### config.mk
export PLATFORM = sky130hd
export DESIGN_NAME = ripple_add_sequencer
export DESIGN_NICKNAME = d
export VERILOG_FILES = /design/src/rtl/ripple_add_sequencer.sv
export SDC_FILE = /design/constraint.sdc
export NUM_CORES = 1
export LEC_CHECK = 0
export CAP_MARGIN = 10
export CORE_AREA = 2 2 85 87
export DETAILED_ROUTE_END_ITERATION = 16
export DIE_AREA = 0 0 87 89
export PLACE_DENSITY_LB_ADDON = 0.2
export SKIP_LAST_GASP = 1
export SYNTH_ARGS = -nofsm -noshare
export SYNTH_HDL_FRONTEND = slang
export SYNTH_HIERARCHICAL = 1
export SYNTH_SLANG_ARGS = --single-unit
### constraint.sdc
create_clock -name clk -period 2.9 [get_ports clk]
set_input_delay 0.29 -clock clk [delete_from_list [all_inputs] [get_ports clk]]
set_output_delay 0.29 -clock clk [all_outputs]
set_load 0.05 [all_outputs]
### src/rtl/ripple_add_sequencer.sv
`default_nettype none
// ============================================================================
//  Module   : ripple_add_sequencer  (+ helper ripple_adder)
//  Purpose  : Multi-cycle wide adder. Drives one 4-bit ripple adder with one
//             operand nibble per cycle, LSB nibble first. The nibble carry-out
//             is registered and fed back as the next nibble's carry-in. The
//             sum nibbles are collected, and the full-width result is
//             presented with a one-cycle done pulse.
//  Ports    : clk       - clock, rising edge
//             rst       - synchronous active-high reset
//             start     - request an add; accepted only while busy=0
//             a_in      - operand A (W = 4*NIBBLES bits), captured on accept
//             b_in      - operand B, captured on accept
//             cin_in    - carry into nibble 0, captured on accept
//             busy      - high while nibbles are being added
//             done      - one-cycle pulse, new sum_out/cout_out valid
//             sum_out   - full sum, held until the next done
//             cout_out  - final carry, held until the next done
//             ovf_out   - signed overflow (only with SEQ_OVERFLOW_EN)
//  Config   : `define SEQ_OVERFLOW_EN adds the ovf_out port and its logic
//  Revision : 1.0 - initial release
// ============================================================================

module ripple_adder (
  input  logic [3:0] i_a,
  input  logic [3:0] i_b,
  input  logic       i_cin,
  output logic [3:0] o_sum,
  output logic       o_cout
);

  logic [4:0] w_c;

  assign w_c[0] = i_cin;

  for (genvar gi = 0; gi < 4; gi++) begin : g_bit
    assign o_sum[gi]   = i_a[gi] ^ i_b[gi] ^ w_c[gi];
    assign w_c[gi + 1] = (i_a[gi] & i_b[gi]) | (w_c[gi] & (i_a[gi] ^ i_b[gi]));
  end

  assign o_cout = w_c[4];

endmodule

module ripple_add_sequencer #(
  parameter int NIBBLES = 4
) (
  input  logic                 clk,
  input  logic                 rst,
  input  logic                 start,
  input  logic [4*NIBBLES-1:0] a_in,
  input  logic [4*NIBBLES-1:0] b_in,
  input  logic                 cin_in,
  output logic                 busy,
  output logic                 done,
  output logic [4*NIBBLES-1:0] sum_out,
  output logic                 cout_out
`ifdef SEQ_OVERFLOW_EN
  ,
  output logic                 ovf_out
`endif
);

  localparam int W  = 4 * NIBBLES;
  localparam int CW = (NIBBLES > 1) ? $clog2(NIBBLES) : 1;

  typedef enum logic [1:0] {
    S_IDLE = 2'd0,
    S_BUSY = 2'd1,
    S_DONE = 2'd2
  } state_t;

  state_t          r_state;
  logic [W-1:0]    r_a;        // operand A, shifted right one nibble per cycle
  logic [W-1:0]    r_b;        // operand B, shifted right one nibble per cycle
  logic            r_carry;    // carry into the current nibble
  logic [CW-1:0]   r_cnt;      // nibble index k
  logic [W-1:0]    r_sum;      // partial sum, nibbles enter at the top
`ifdef SEQ_OVERFLOW_EN
  logic            r_a_msb;    // sign bits kept from the latched operands
  logic            r_b_msb;
`endif

  logic [3:0]      w_nib_sum;
  logic            w_nib_cout;
  logic [W-1:0]    w_sum_next;
  logic            w_last;
  logic            w_accept;

  ripple_adder u_adder (
    .i_a    (r_a[3:0]),
    .i_b    (r_b[3:0]),
    .i_cin  (r_carry),
    .o_sum  (w_nib_sum),
    .o_cout (w_nib_cout)
  );

  // After NIBBLES insertions at the top the first nibble lands at bit 0.
  assign w_sum_next = (r_sum >> 4) | (W'(w_nib_sum) << (W - 4));
  assign w_last     = (r_cnt == CW'(NIBBLES - 1));
  assign w_accept   = start && (r_state != S_BUSY);

  always_ff @(posedge clk) begin
    if (rst) begin
      r_state  <= S_IDLE;
      r_a      <= '0;
      r_b      <= '0;
      r_carry  <= 1'b0;
      r_cnt    <= '0;
      r_sum    <= '0;
      busy     <= 1'b0;
      done     <= 1'b0;
      sum_out  <= '0;
      cout_out <= 1'b0;
`ifdef SEQ_OVERFLOW_EN
      r_a_msb  <= 1'b0;
      r_b_msb  <= 1'b0;
      ovf_out  <= 1'b0;
`endif
    end else begin
      case (r_state)
        S_IDLE, S_DONE: begin
          done <= 1'b0;
          if (w_accept) begin
            r_state <= S_BUSY;
            busy    <= 1'b1;
            r_a     <= a_in;
            r_b     <= b_in;
            r_carry <= cin_in;
            r_cnt   <= '0;
            r_sum   <= '0;
`ifdef SEQ_OVERFLOW_EN
            r_a_msb <= a_in[W-1];
            r_b_msb <= b_in[W-1];
`endif
          end else begin
            r_state <= S_IDLE;
          end
        end
        S_BUSY: begin
          r_a     <= r_a >> 4;
          r_b     <= r_b >> 4;
          r_carry <= w_nib_cout;
          r_sum   <= w_sum_next;
          r_cnt   <= r_cnt + 1'b1;
          if (w_last) begin
            r_state  <= S_DONE;
            busy     <= 1'b0;
            done     <= 1'b1;
            sum_out  <= w_sum_next;
            cout_out <= w_nib_cout;
`ifdef SEQ_OVERFLOW_EN
            // Sum MSB is bit 3 of the final nibble being stored this edge.
            ovf_out  <= (r_a_msb == r_b_msb) && (w_nib_sum[3] != r_a_msb);
`endif
          end
        end
        default: begin
          r_state <= S_IDLE;
          busy    <= 1'b0;
          done    <= 1'b0;
        end
      endcase
    end
  end

endmodule
`default_nettype wire

==> results.toml <==
[die]
core_mm2 = 0.006719
pin_count = 55
die_h_um = 89
start_util = 0.3976
die-area_mm2 = 0.007743
rows = 30
dieWidth_um = 87

[synthesis]
synth-seq-cells = 68
synthesis.area_mm2 = 0.002671
yosysTopAreaCell = "dfxtp_1"
synth_nets = 354
synth-edff-count = 0
ys_top_cells_by_area = "dfxtp_1, nand2_1, a311oi_1, a21oi_1, a22o_1"
yosys.area.top_type_share = 0.5096
ys.flop_type = "dfxtp_1"
syn_avg_cell_area_um2 = 8.535
yosys_warnings = 6
ys_seq_area_frac = 0.5096
synth.most_common_cell = "nand2_1"
synthCells = 313
ys_async_sr_fraction = 0
synth_cell_type_count = 24
ys_top_cells_by_count = "nand2_1, dfxtp_1, a21oi_1, nor2_1, a311oi_1"

[pwr]
power_frac_clock = 0.451
power_density_mw_per_mm2 = 646.6
pwr-share-seq = 0.451
swShare = 0.2258
switchingPower_mw = 0.5078
power_mw = 2.248
power.internal_mw = 1.741
peakVddDrop_uv = 365.6
power_leakage_nw = 1.283
comb_power_share = 0.098

[timing]
hold_violations = 0
timing.hold.ws_ns = 0.3617
min_period_over_period = 0.7727
finalClockSkew_ns = 0.004554
worst_pin_slew_ns = 0.7890
finalSetupViolCount = 0
timing.fmax_ghz = 0.4462
slew_headroom = 0.4711
slew_violations = 0
post-route-min-period_ns = 2.241
rsz0062_at_grt = "no"
setup-tns-final_ns = 0

[clock_network]
cts_max_path_buffers = 2
cts_tree = "yes"
h-tree-depth = 3
clk_pin_slew_worst_paths_ns = 0.07
postCtsHoldBufs = 0
cts-resized-gates = 0
cts_buffers = 9
post_cts_buffers = 0
clkSinkCount = 68
cts_root_buf = "clkbuf_8"
clkLatencyLatePin_ns = 0.34

[route]
drt-wirelength-per-cell_um = 12.23
vias = 2248
drtPass1Iterations = 4
wirelength_um = 5420
drt_iter0_markers = 109
drc = 0
vias_per_cell = 5.074
ant_nets = 0

[global_routing]
first_global_vias = 2059
gr-usage-all-layers = 0.1497
grt_overflow = 0
antenna_found_initial = 0
grt_max_degree = 49
grt_pass1_wl_um = 8983

[setup_path]
cp-end-kind = "flip-flop"
cp.required_ns = 3.18
cp_max_fo = 2
arrival_ns = 2.52
critPathLaunchType = "flip-flop"
path_class = "reg -> reg"

[cells_and_area]
drive_above_1_share = 0.07163
syn_to_final_growth_pct = 30.16
num_antenna_cells = 0
final_cells = 443
layout.nets = 399

[place]
placed_cells = 427
dpl.hpwl_um = 3666
place_congestion = 0.7499
port_buffers = 54

[job]
drv_cap = 0

[outcome]
outcome = "finished, final reports clean"

[hold_path]
holdCritPathClass = "in -> reg"
per-layer routing:
layer  GRT usage  up-vias  share of wire
met2      0.2575       51           0.48
met4     0.09375        0          0.018
li1            -     1153              -
met3     0.03047       10          0.037
met1      0.1704     1034           0.47
met5           0        -              0
worst max-delay path, stage by stage (launching register included):
cell and delay (ns):
dfxtp_1 0.33, fa_1 0.42, inv_1 0.09, fa_1 0.16
inv_1 0.05, fa_1 0.41, inv_1 0.09, fa_1 0.38
inv_1 0.08, nand2_1 0.05, a21oi_1 0.13
per-stage QoR:
step / setup slack [ns] / util / cell area [um^2]
3_3_place_gp: 0.6953 / 0.4784 / 3214
5_1_grt: 0.4303 / 0.5175 / 3477
6_report: 0.6591 / 0.5175 / 3477
4_1_cts: 0.6392 / 0.5175 / 3477
3_5_place_dp: 0.6514 / 0.4784 / 3214
2_1_floorplan: 0.7685 / - / 2671
cell families after synthesis:
family / count (synthesis) / share of synthesized area
buf+inv: 34 / 0.06089
simple gates: 138 / 0.2122
fa+ha+maj: 5 / 0.03466
compound gates: 68 / 0.1827
flops: 68 / 0.5096
area by class of cell:
type / count / area (um^2)
multi-input cells: 211 / 1150
inverters: 10 / 37.54
fillers: 656 / 3242
repair buffers: 58 / 565.5
flip-flops and latches: 68 / 1361
well taps: 80 / 100.1
clock inverters: 7 / 138.9
clock buffers: 9 / 123.9
power by group through the flow:
stage	Combinational [mW]	Clock, mW	Sequential (mW)
after global routing	0.252	1.07	1.02
after global placement	0.224	0	1.03
after floorplan	0.149	0	1.03
after CTS	0.225	1.03	1.01
after detailed placement	0.224	0	1.03
final	0.221	1.01	1.01
flip-flops by register name, summed over array words and instances, names as in the netlist:
signal / flops
r_sum: 12
done: 1
r_b: 16
r_cnt: 2
r_carry: 1
cout_out: 1
r_state: 2
r_a: 16
busy: 1
sum_out: 16
final timing paths:
path / start / end / slack [ns] / depth (start not counted)
worst max-delay path: r_a[0] / sum_out[15] / 0.66 / 10
worst min-delay path: rst / r_state[0] / 0.36 / 2
worst max register to register: r_a[0] / sum_out[15] / 0.66 / 10
worst min register to register: sum_out[5] / sum_out[5] / 0.45 / 2
cell usage in the layout, fill, tap and decap left out, drive strengths merged, types with 4 or more instances in the layout:
cell type,n
dfxtp,68
clkdlybuf4s50,53
nand2,92
clkbuf,9
a22o,13
buf,5
nand3,9
inv,10
fa,4
a21oi,27
bufinv,4
nor2,28
a311oi,25
Note: power is estimated with default switching activity, not from simulation.
